File: src/rtl/cnn_pkg.sv
// cnn_pkg: shared data/address/length widths and the memory-port arbiter
// state encoding used across the CNN memory subsystem.
package cnn_pkg;

    localparam int DATA_SZ = 16;
    localparam int ADDR_SZ = 16;
    localparam int LEN_SZ  = 11;

    typedef enum logic [1:0] {
        IDLE   = 2'd0,
        ISSUE  = 2'd1,
        DRAIN  = 2'd2,
        FINISH = 2'd3
    } arb_state_t;

endpackage

File: src/rtl/rr_select.sv
// rr_select: picks one requester from a request vector, scanning upward from
// a start pointer and wrapping once. A zero pointer gives lowest-index-wins.
module rr_select
    import cnn_pkg::*;
#(
    parameter int NUM_REQ = 4,
    parameter int IDX_W   = 2
) (
    input  logic [NUM_REQ-1:0] req,
    input  logic [IDX_W-1:0]   ptr,
    output logic [NUM_REQ-1:0] gnt_onehot,
    output logic [IDX_W-1:0]   gnt_idx
);

    localparam int SUM_W = IDX_W + 1;

    logic [SUM_W-1:0] cand_s;
    logic             found_s;

    // Scan from ptr upward modulo NUM_REQ; the first set request wins
    always_comb begin
        gnt_onehot = '0;
        gnt_idx    = '0;
        found_s    = 1'b0;
        cand_s     = '0;
        for (int i = 0; i < NUM_REQ; i++) begin
            cand_s = {1'b0, ptr} + SUM_W'(i);
            if (cand_s >= SUM_W'(NUM_REQ)) begin
                cand_s = cand_s - SUM_W'(NUM_REQ);
            end else begin
                cand_s = cand_s;
            end
            if (!found_s && req[cand_s[IDX_W-1:0]]) begin
                found_s                        = 1'b1;
                gnt_idx                        = cand_s[IDX_W-1:0];
                gnt_onehot[cand_s[IDX_W-1:0]]  = 1'b1;
            end else begin
                found_s = found_s;
            end
        end
    end

endmodule

File: src/rtl/mem_port_arbiter.sv
// mem_port_arbiter: grants one of NUM_REQ requesters a burst on the single
// RAM port, issues one beat per cycle, returns read data one cycle after each
// beat and pulses done to the winner when the burst completes.
// Build option: ARB_FIXED_PRIORITY_EN selects fixed priority (lowest index
// wins, no pointer); by default arbitration is round-robin.
module mem_port_arbiter
    import cnn_pkg::*;
#(
    parameter int NUM_REQ = 4,
    parameter int ADDR_SZ = cnn_pkg::ADDR_SZ,
    parameter int DATA_SZ = cnn_pkg::DATA_SZ,
    parameter int LEN_SZ  = cnn_pkg::LEN_SZ
) (
    input  logic                       clk,
    input  logic                       reset,
    input  logic [NUM_REQ-1:0]         req,
    input  logic [NUM_REQ-1:0]         req_write,
    input  logic [NUM_REQ*ADDR_SZ-1:0] req_addr,
    input  logic [NUM_REQ*LEN_SZ-1:0]  req_len,
    input  logic [NUM_REQ*DATA_SZ-1:0] req_wdata,
    output logic [NUM_REQ-1:0]         gnt,
    output logic                       beat_ack,
    output logic [DATA_SZ-1:0]         rdata,
    output logic                       rdata_valid,
    output logic [NUM_REQ-1:0]         done,
    output logic                       mem_en,
    output logic                       mem_we,
    output logic [ADDR_SZ-1:0]         mem_addr,
    output logic [DATA_SZ-1:0]         mem_wdata,
    input  logic [DATA_SZ-1:0]         mem_rdata
);

    localparam int IDX_W = (NUM_REQ > 1) ? $clog2(NUM_REQ) : 1;

    arb_state_t           state_r, state_nxt_s;
    logic [IDX_W-1:0]     win_r, win_nxt_s;
    logic [NUM_REQ-1:0]   win_oh_r, win_oh_nxt_s;
    logic                 write_r, write_nxt_s;
    logic [ADDR_SZ-1:0]   base_r, base_nxt_s;
    logic [LEN_SZ-1:0]    len_r, len_nxt_s;
    logic [LEN_SZ-1:0]    beat_r, beat_nxt_s;
    logic [LEN_SZ-1:0]    sel_len_s;

    logic [IDX_W-1:0]     ptr_s;
    logic [NUM_REQ-1:0]   sel_onehot_s;
    logic [IDX_W-1:0]     sel_idx_s;

    logic                 issue_nxt_s;
    logic [NUM_REQ-1:0]   gnt_r, done_r;
    logic                 mem_en_r, mem_we_r, rvalid_r;
    logic [ADDR_SZ-1:0]   mem_addr_r;

    rr_select #(
        .NUM_REQ (NUM_REQ),
        .IDX_W   (IDX_W)
    ) u_rr_select (
        .req        (req),
        .ptr        (ptr_s),
        .gnt_onehot (sel_onehot_s),
        .gnt_idx    (sel_idx_s)
    );

`ifdef ARB_FIXED_PRIORITY_EN
    assign ptr_s = '0;
`else
    logic [IDX_W-1:0] ptr_r;

    // Round-robin pointer: moves just past the winner as its burst finishes
    always_ff @(posedge clk or negedge reset) begin
        if (!reset) begin
            ptr_r <= '0;
        end else if (state_r == FINISH) begin
            if (win_r == IDX_W'(NUM_REQ - 1)) begin
                ptr_r <= '0;
            end else begin
                ptr_r <= win_r + IDX_W'(1);
            end
        end else begin
            ptr_r <= ptr_r;
        end
    end

    assign ptr_s = ptr_r;
`endif

    assign sel_len_s = req_len[sel_idx_s*LEN_SZ +: LEN_SZ];

    // Next state and burst context; the context is only captured in IDLE so
    // later changes on the request inputs cannot disturb a running burst
    always_comb begin
        state_nxt_s  = state_r;
        win_nxt_s    = win_r;
        win_oh_nxt_s = win_oh_r;
        write_nxt_s  = write_r;
        base_nxt_s   = base_r;
        len_nxt_s    = len_r;
        beat_nxt_s   = beat_r;
        case (state_r)
            IDLE: begin
                if (|req) begin
                    win_nxt_s    = sel_idx_s;
                    win_oh_nxt_s = sel_onehot_s;
                    write_nxt_s  = req_write[sel_idx_s];
                    base_nxt_s   = req_addr[sel_idx_s*ADDR_SZ +: ADDR_SZ];
                    len_nxt_s    = sel_len_s;
                    beat_nxt_s   = '0;
                    if (sel_len_s == '0) begin
                        state_nxt_s = FINISH;
                    end else begin
                        state_nxt_s = ISSUE;
                    end
                end else begin
                    state_nxt_s = IDLE;
                end
            end
            ISSUE: begin
                if (beat_r == len_r - LEN_SZ'(1)) begin
                    if (write_r) begin
                        state_nxt_s = FINISH;
                    end else begin
                        state_nxt_s = DRAIN;
                    end
                end else begin
                    beat_nxt_s = beat_r + LEN_SZ'(1);
                end
            end
            DRAIN:   state_nxt_s = FINISH;
            FINISH:  state_nxt_s = IDLE;
            default: state_nxt_s = IDLE;
        endcase
    end

    assign issue_nxt_s = (state_nxt_s == ISSUE);

    // FSM state register
    always_ff @(posedge clk or negedge reset) begin
        if (!reset) begin
            state_r <= IDLE;
        end else begin
            state_r <= state_nxt_s;
        end
    end

    // Latched burst context and beat index
    always_ff @(posedge clk or negedge reset) begin
        if (!reset) begin
            win_r    <= '0;
            win_oh_r <= '0;
            write_r  <= 1'b0;
            base_r   <= '0;
            len_r    <= '0;
            beat_r   <= '0;
        end else begin
            win_r    <= win_nxt_s;
            win_oh_r <= win_oh_nxt_s;
            write_r  <= write_nxt_s;
            base_r   <= base_nxt_s;
            len_r    <= len_nxt_s;
            beat_r   <= beat_nxt_s;
        end
    end

    // Registered outputs describe the state being entered, so a beat's
    // strobe, address and grant all appear together in its ISSUE cycle
    always_ff @(posedge clk or negedge reset) begin
        if (!reset) begin
            gnt_r      <= '0;
            done_r     <= '0;
            mem_en_r   <= 1'b0;
            mem_we_r   <= 1'b0;
            mem_addr_r <= '0;
            rvalid_r   <= 1'b0;
        end else begin
            gnt_r      <= (state_nxt_s != IDLE) ? win_oh_nxt_s : '0;
            done_r     <= (state_nxt_s == FINISH) ? win_oh_nxt_s : '0;
            mem_en_r   <= issue_nxt_s;
            mem_we_r   <= issue_nxt_s & write_nxt_s;
            mem_addr_r <= issue_nxt_s ? (base_nxt_s + ADDR_SZ'(beat_nxt_s)) : '0;
            rvalid_r   <= mem_en_r & ~mem_we_r;
        end
    end

    // Write data follows the winner's current beat; read data is the RAM's
    // output one cycle after the read strobe. Both are zero when unqualified.
    assign mem_wdata   = mem_we_r ? req_wdata[win_r*DATA_SZ +: DATA_SZ] : '0;
    assign rdata       = rvalid_r ? mem_rdata : '0;
    assign rdata_valid = rvalid_r;
    assign beat_ack    = mem_we_r;
    assign gnt         = gnt_r;
    assign done        = done_r;
    assign mem_en      = mem_en_r;
    assign mem_we      = mem_we_r;
    assign mem_addr    = mem_addr_r;

endmodule

File: config.mk
export PLATFORM = sky130hd
export DESIGN_NAME = mem_port_arbiter
export DESIGN_NICKNAME = d
export VERILOG_FILES = /design/src/rtl/cnn_pkg.sv /design/src/rtl/rr_select.sv /design/src/rtl/mem_port_arbiter.sv
export SDC_FILE = /design/constraint.sdc
export NUM_CORES = 1
export LEC_CHECK = 0
export CAP_MARGIN = 10
export CORE_UTILIZATION = 40
export CTS_CLUSTER_SIZE = 8
export DETAILED_ROUTE_END_ITERATION = 8
export DONT_BUFFER_PORTS = 1
export GPL_ROUTABILITY_DRIVEN = 0
export MAX_ROUTING_LAYER = met4
export PLACE_DENSITY_LB_ADDON = 0.08
export RECOVER_POWER = 50
export SLEW_MARGIN = 20
export SYNTH_ARGS = -nofsm -noshare
export SYNTH_HDL_FRONTEND = slang
export SYNTH_SLANG_ARGS = --single-unit
File: constraint.sdc
create_clock -name clk -period 6.1 [get_ports clk]
set_input_delay 1.22 -clock clk [delete_from_list [all_inputs] [get_ports clk]]
set_output_delay 1.22 -clock clk [all_outputs]
set_load 0.005 [all_outputs]
**After elaboration in Yosys (flattened, before gate mapping)**

Index checks and enable logic that the tools add are counted.

- Bits in registers: 76
- Bits of input ports: 198
- Output and inout bits: 60
- Word-level logic and storage cells: 123

- Add/subtract/negate cells: 11
- $mul: 1
- $lt $le $gt $ge: 13
- Eq/ne operators: 7
- Shift-type cells: 3
- Multiplexer cells: 53
- Bitwise operators: 6
- Reduce and logical (&&, ||, !) cells: 15

Operator list:

| kind | number |
|---|---|
| $shiftx A64 B7 Y16 | 2 |
| $mux W16 | 5 |
| $shiftx A44 B7 Y11 | 1 |
| $mux W4 | 8 |
| $mux W2 | 12 |
| $mux W11 | 2 |
| $pmux W11 S2 | 1 |
| $add A16 B11 Y16 | 1 |
| $lt A2 B3 Y1 const B | 5 |
| $mux W1 | 15 |
| $or A4 B4 Y4 | 3 |
| $add A11 B1 Y11 const B | 1 |
| $eq A11 B11 Y1 | 1 |
| $logic_not A11 Y1 | 1 |
| $sub A11 B1 Y11 const B | 1 |
| $bmux W1 S2 | 5 |
| $ge A3 B3 Y1 const B | 3 |
| $demux W1 S2 | 4 |
| $eq A2 B2 Y1 const B | 4 |
| $ge A2 B1 Y1 const B | 4 |
| $pmux W2 S4 | 1 |
| $sub A2 B1 Y2 const B | 4 |
| $logic_and A1 B1 Y1 | 7 |
| $add A2 B2 Y3 const B | 2 |
| 12 further kinds | 16 |

**Depth between registers and ports, before layout**

- Depth after elaboration: 22
- Gate-level depth with buffers: 23
- Gate-level depth less buffers: 18

**Modules after synthesis**

From an unflattened synthesis, not the netlist that was laid out.

- Cells, all modules: 572
- Area total of the unflattened synthesis: 5748.0 sq um

Modules (own cells, without submodules):

| module | times used | cells an instance | area each (sq um) | sequential area each (sq um) |
|---|---|---|---|---|
| mem_port_arbiter | 1 | 524 | 5308.8 | 1901.8 |
| rr_select | 1 | 48 | 439.2 | 0.0 |

**Worst setup path before layout**

Ideal clock, no wire load.

- Path type: input-to-reg
- From: input port req[3]
- To: register mem_addr_r[12] (netlist: mem_addr[12])
- Setup time: 0.132 ns
- Arrival: 4.835 ns
- Data required time: 5.968 ns
- Setup slack: 1.133 ns
- Stages on the path: 20
- Buffers on the path: 4
- Cells stage by stage: buf_2 > mux2_2 > o32a_1 > nand2_1 > clkbuf_1 > clkbuf_1 > clkbuf_1 > nand2_1 > nand3_1 > nand3_1 > nand2_1 > ha_1 > inv_1 > fa_1 > nand2b_1 > o21ai_2 > a31oi_4 > o31ai_4 > and3_1 > nor3_2

- Elaborated cells on any way between the ends: 36
- Classes of those cells: add/sub: 1; mul: 1; eq/ne: 1; shift: 2; mux: 23; reduce/logical: 8

RTL lines:

| element | RTL line | text |
|---|---|---|
| start: declaration | mem_port_arbiter.sv:16 | `input logic [NUM_REQ-1:0] req,` |
| $bmux W1 S2 | rr_select.sv:33 | `if (!found_s && req[cand_s[IDX_W-1:0]]) begin` |
| $mux W1 (implied by the code) | rr_select.sv:33 |  |
| $mux W1 | rr_select.sv:33 |  |
| $logic_not A1 Y1 | rr_select.sv:33 |  |
| $logic_and A1 B1 Y1 | rr_select.sv:33 |  |
| $mux W1 | rr_select.sv:33 |  |
| $logic_not A1 Y1 | rr_select.sv:33 |  |
| $logic_and A1 B1 Y1 | rr_select.sv:33 |  |
| [2 not listed] | - |  |
| $logic_and A1 B1 Y1 | rr_select.sv:33 |  |
| $mux W2 | rr_select.sv:33 |  |
| $shiftx A64 B7 Y16 | mem_port_arbiter.sv:104 | `base_nxt_s = req_addr[sel_idx_s*ADDR_SZ +: ADDR_SZ];` |
| $mux W16 (*) | mem_port_arbiter.sv:100 | `if (\|req) begin` |
| $mux W16 (*) | mem_port_arbiter.sv:98 | `case (state_r)` |
| named net base_nxt_s[0] | mem_port_arbiter.sv:39 | `logic [ADDR_SZ-1:0] base_r, base_nxt_s;` |
| $add A16 B11 Y16 (*) | mem_port_arbiter.sv:178 | `mem_addr_r <= issue_nxt_s ? (base_nxt_s + ADDR_SZ'(beat_nxt_s)) : '0;` |
| $mux W16 (*) | mem_port_arbiter.sv:178 |  |
| end signal: assignment | mem_port_arbiter.sv:178 |  |
| end: declaration | mem_port_arbiter.sv:51 | `logic [ADDR_SZ-1:0] mem_addr_r;` |

The timed path passes the listed nets; every way through them passes the cells marked *. The select of a mux whose other input is x is not followed.
A chain may end at the register's enable or synchronous reset.

**Worst setup path in the final report**

- From: register ptr_r[1]
- To: register mem_addr_r[15] (netlist: mem_addr[15])

- Elaborated cells on any way between the ends: 48
- Classes of those cells: add/sub: 8; mul: 1; order compare: 4; eq/ne: 1; shift: 2; mux: 25; reduce/logical: 7

RTL lines:

| element | RTL line | text |
|---|---|---|
| start: declaration | mem_port_arbiter.sv:66 | `logic [IDX_W-1:0] ptr_r;` |
| start signal: assignment | mem_port_arbiter.sv:76 | `ptr_r <= win_r + IDX_W'(1);` |
| start signal: assignment | mem_port_arbiter.sv:79 | `ptr_r <= ptr_r;` |
| parallel branches: the longest is 13 deep, another holds $add A2 B1 Y3 | - |  |
| $mux W2 (*) | rr_select.sv:33 |  |
| $shiftx A64 B7 Y16 (*) | mem_port_arbiter.sv:104 |  |
| $mux W16 (*) | mem_port_arbiter.sv:100 |  |
| $mux W16 (*) | mem_port_arbiter.sv:98 |  |
| named net base_nxt_s[1] | mem_port_arbiter.sv:39 |  |
| $add A16 B11 Y16 (*) | mem_port_arbiter.sv:178 |  |
| $mux W16 (*) | mem_port_arbiter.sv:178 |  |

Mark *: on every way through the listed nets, which the timed path passes. The select of a mux whose other input is x is not followed.

==> impl_metrics.tcl <==
set metrics [dict create \
    crit_family "compound AO/OA/AOI/OAI gates" \
    min_to "base_r[6]" \
    whs_ns 0.498 \
    die_w_microns 127 \
    crit_arrival_ns 5.29 \
    syn_inst 728 \
    fin_util_pct 44.2 \
    setup_slack_ns 1.08 \
    maxCapViolCount 0 \
    cp_slowest_cell "dfrtp_1" \
    timing.final.crit_share_pct 82.3 \
    clkSinkCount 76 \
    finalCriticalPeriod_ns 5.02 \
    slew_viol_final 0 \
    cp-end-kind "register" \
    critPathMaxStageDelay_ns 0.62 \
    critPathMaxFanout 25 \
    grt_max_degree 77 \
    path_clk_slew_ns 0.06 \
    drt-pass1-iter-count 4 \
    grt_first_pass_wirelength_microns 30000 \
    wirelength_microns 19500 \
    nFillCells 1495 \
    detail_route.iter0.violations 289 \
    mostFrequentLayoutCells "nand2_1 (132), dfrtp_1 (75), nor2_1 (55)" \
    die_h_microns 127 \
    ant_nets 0 \
    r2r_cells 16 \
    critPathBufInv 1 \
    pin_count 258 \
    rows 45 \
    antenna_found_initial 1 \
    drt-vias-per-instance 6.17 \
    final_common_cell "nand2_1" \
    required_ns 6.37 \
    startpoint_type "register" \
    grt-busiest-layer "met2" \
    synth_cell_types 84 \
    tns_ns 0 \
    ff2ff_setup_slack_ns 1.08 \
    holdPathStages 2 \
    ys_ff_latch 76 \
    r2r_start "ptr_r[1]" \
    path_cells "inv_1 > ha_1 > mux4_2 > o21ba_2 > o21ai_4 > nand3_1 > nand2_1 > o21ai_0 > ha_1 > a21o_1 > a21oi_1 > nor4_4 > o211ai_2 > a21oi_1 > o21a_1 > nor3_2" \
    grt.met1_usage_pct 30.6 \
    start_util_pct 41.1 \
    fmax_ghz 0.199 \
    power_density_mw_per_mm2 502 \
    post-cts-setup-buffers 0 \
    worst_pin_slew_ns 0.901 \
    ys_seq_area_share_pct 30.4 \
    wire_per_inst_microns 21.7 \
    rsz0062_at_grt "false" \
    h-tree-depth 3 \
    ir_drop_v 0.000190 \
    grt_use_met3_pct 4.15 \
    relSlewSlack_pct 38.4 \
    route.detailed.drc 0 \
    dieArea_sq_mm 0.0161 \
    grt-ovfl-total 0 \
    worstHoldStart "base_r[6]" \
    use_met2_pct 42.0 \
    leakagePower_nw 2.87 \
    dp_slack_ns 0.853 \
    r2r_end "mem_addr[15]" \
    synth_nets 945 \
    syn_area_per_cell_sq_um 8.58 \
    hold_path_class "register to register" \
    yosys_warnings 0 \
    hold_viol 0 \
    core_area_sq_mm 0.0152 \
    root_buffer "clkbuf_16" \
    place.detailed.hpwl_microns 15400 \
    cts_max_path_buffers 2 \
    cts_hold_buf 0 \
    nets 923 \
    vias 5549 \
    grt_pass1_vias 5408 \
    synth_edf_count 0 \
    clock_latency_ns 0.34 \
    path_class "register to register" \
    synth_flop_cell "dfrtp_1" \
    cts_resized 0 \
    outcome "completed" \
    syn_area_sq_mm 0.00625 \
    skew_ns 0.00479 \
    grtUsageTotal_pct 25.2 \
    area_delta_synth_final_pct 7.63 \
    setup_viol 0 \
    cts_buffers 9 \
    synth_async_sr_flop_share_pct 100 \
    drive_gt1_share_pct 13.4 \
    cts_tree "yes" \
    port_buffers 0 \
]
registers in the layout (all words and copies together), names as in the netlist:
signal	count
win_oh_r	4
state_r	2
done	4
rdata_valid	1
gnt	4
beat_r	11
mem_en	1
len_r	11
win_r	2
write_r	1
base_r	16
mem_addr	16
beat_ack	1
ptr_r	2
cell usage after synthesis (6+ instances only):
cell	count	area, sq um
nand2_1	132	495
clkbuf_1	25	93.8
xor2_1	11	96.3
a22oi_1	6	45.0
mux2_2	8	90.1
inv_1	22	82.6
a21oi_1	20	100
o31ai_1	6	45.0
and3_1	16	100
and2_1	36	225
buf_2	11	55.1
xnor2_1	11	96.3
nand4_1	8	50.1
nand3_1	49	245
ha_1	18	225
o21ai_0	28	140
nor2_1	55	206
o211ai_1	6	45.0
nor3_1	9	45.0
nor2b_1	9	56.3
dfrtp_1	76	1900
mux4_2	17	383
mux2i_1	26	260
cells by family (layout without fill, tap and decap cells):
group | after synthesis | in the layout | synth area share, %
flip-flops | 76 | 76 | 30.4
multiplexers | 55 | 55 | 12.6
adder cells (fa/ha/maj) | 20 | 20 | 4.10
XOR/XNOR | 25 | 25 | 4.04
other | 0 | 1 | 0
AND/OR/NAND/NOR | 345 | 345 | 27.1
buffers and inverters | 68 | 51 | 4.84
AO/OA/AOI/OAI | 139 | 139 | 17.0
where the power goes:
| group | internal [mW] | switching (mW) | total [mW] |
|---|---|---|---|
| sequential | 0.671 | 0.223 | 0.893 |
| combinational | 0.788 | 1.07 | 1.86 |
| clock | 0.411 | 0.218 | 0.629 |
| total | 1.87 | 1.51 | 3.38 |
per-layer routing:
layer | vias to the layer above | share of wire (%) | routed length (microns)
met3 | 32 | 6.3 | 1230
met4 | 0 | 2.5 | 488
met2 | 270 | 48 | 9440
met5 | - | 0 | 0
li1 | 2573 | - | -
met1 | 2674 | 43 | 8350
worst register-to-register path, cell delays in order (launching register included):
cell and delay (ns):
dfrtp_1 0.62, inv_1 0.13, ha_1 0.48, mux4_2 0.46
o21ba_2 0.29, o21ai_4 0.59, nand3_1 0.36, nand2_1 0.17
o21ai_0 0.14, ha_1 0.32, a21o_1 0.18, a21oi_1 0.37
nor4_4 0.07, o211ai_2 0.27, a21oi_1 0.13, o21a_1 0.21
nor3_2 0.15
how the worst max path moves through the flow:
stage          cells past startpoint           end  startpoint  slack (ns)
2_1_floorplan                     20  mem_addr[12]      req[3]        1.13
3_3_place_gp                      17  mem_addr[15]      req[2]        0.94
5_1_grt                           16  mem_addr[15]    ptr_r[1]        0.82
3_5_place_dp                      17  mem_addr[15]      req[2]        0.85
6_report                          16  mem_addr[15]    ptr_r[1]        1.08
4_1_cts                           17  mem_addr[15]    ptr_r[0]        1.09
layout make-up:
cell class | instances | area, sq um | area share, %
timing repair buffer | 13 | 97.6 | 1.45
clock inverter | 6 | 111 | 1.66
antenna | 1 | 2.50 | 0.0372
inverter | 22 | 82.6 | 1.23
tap | 188 | 235 | 3.50
sequential | 76 | 1900 | 28.3
multi-input combinational | 584 | 4060 | 60.3
clock buffer | 10 | 239 | 3.55
through the flow:
step | std cells | power (mW) | area, sq um
after global placement | 883 | 2.71 | 6370
final | 900 | 3.38 | 6730
after detailed placement | 883 | 2.74 | 6370
after global routing | 900 | 3.63 | 6730
after floorplan | 728 | 2.32 | 6250
after CTS | 899 | 3.39 | 6720
(Power assumes the default switching activity.)
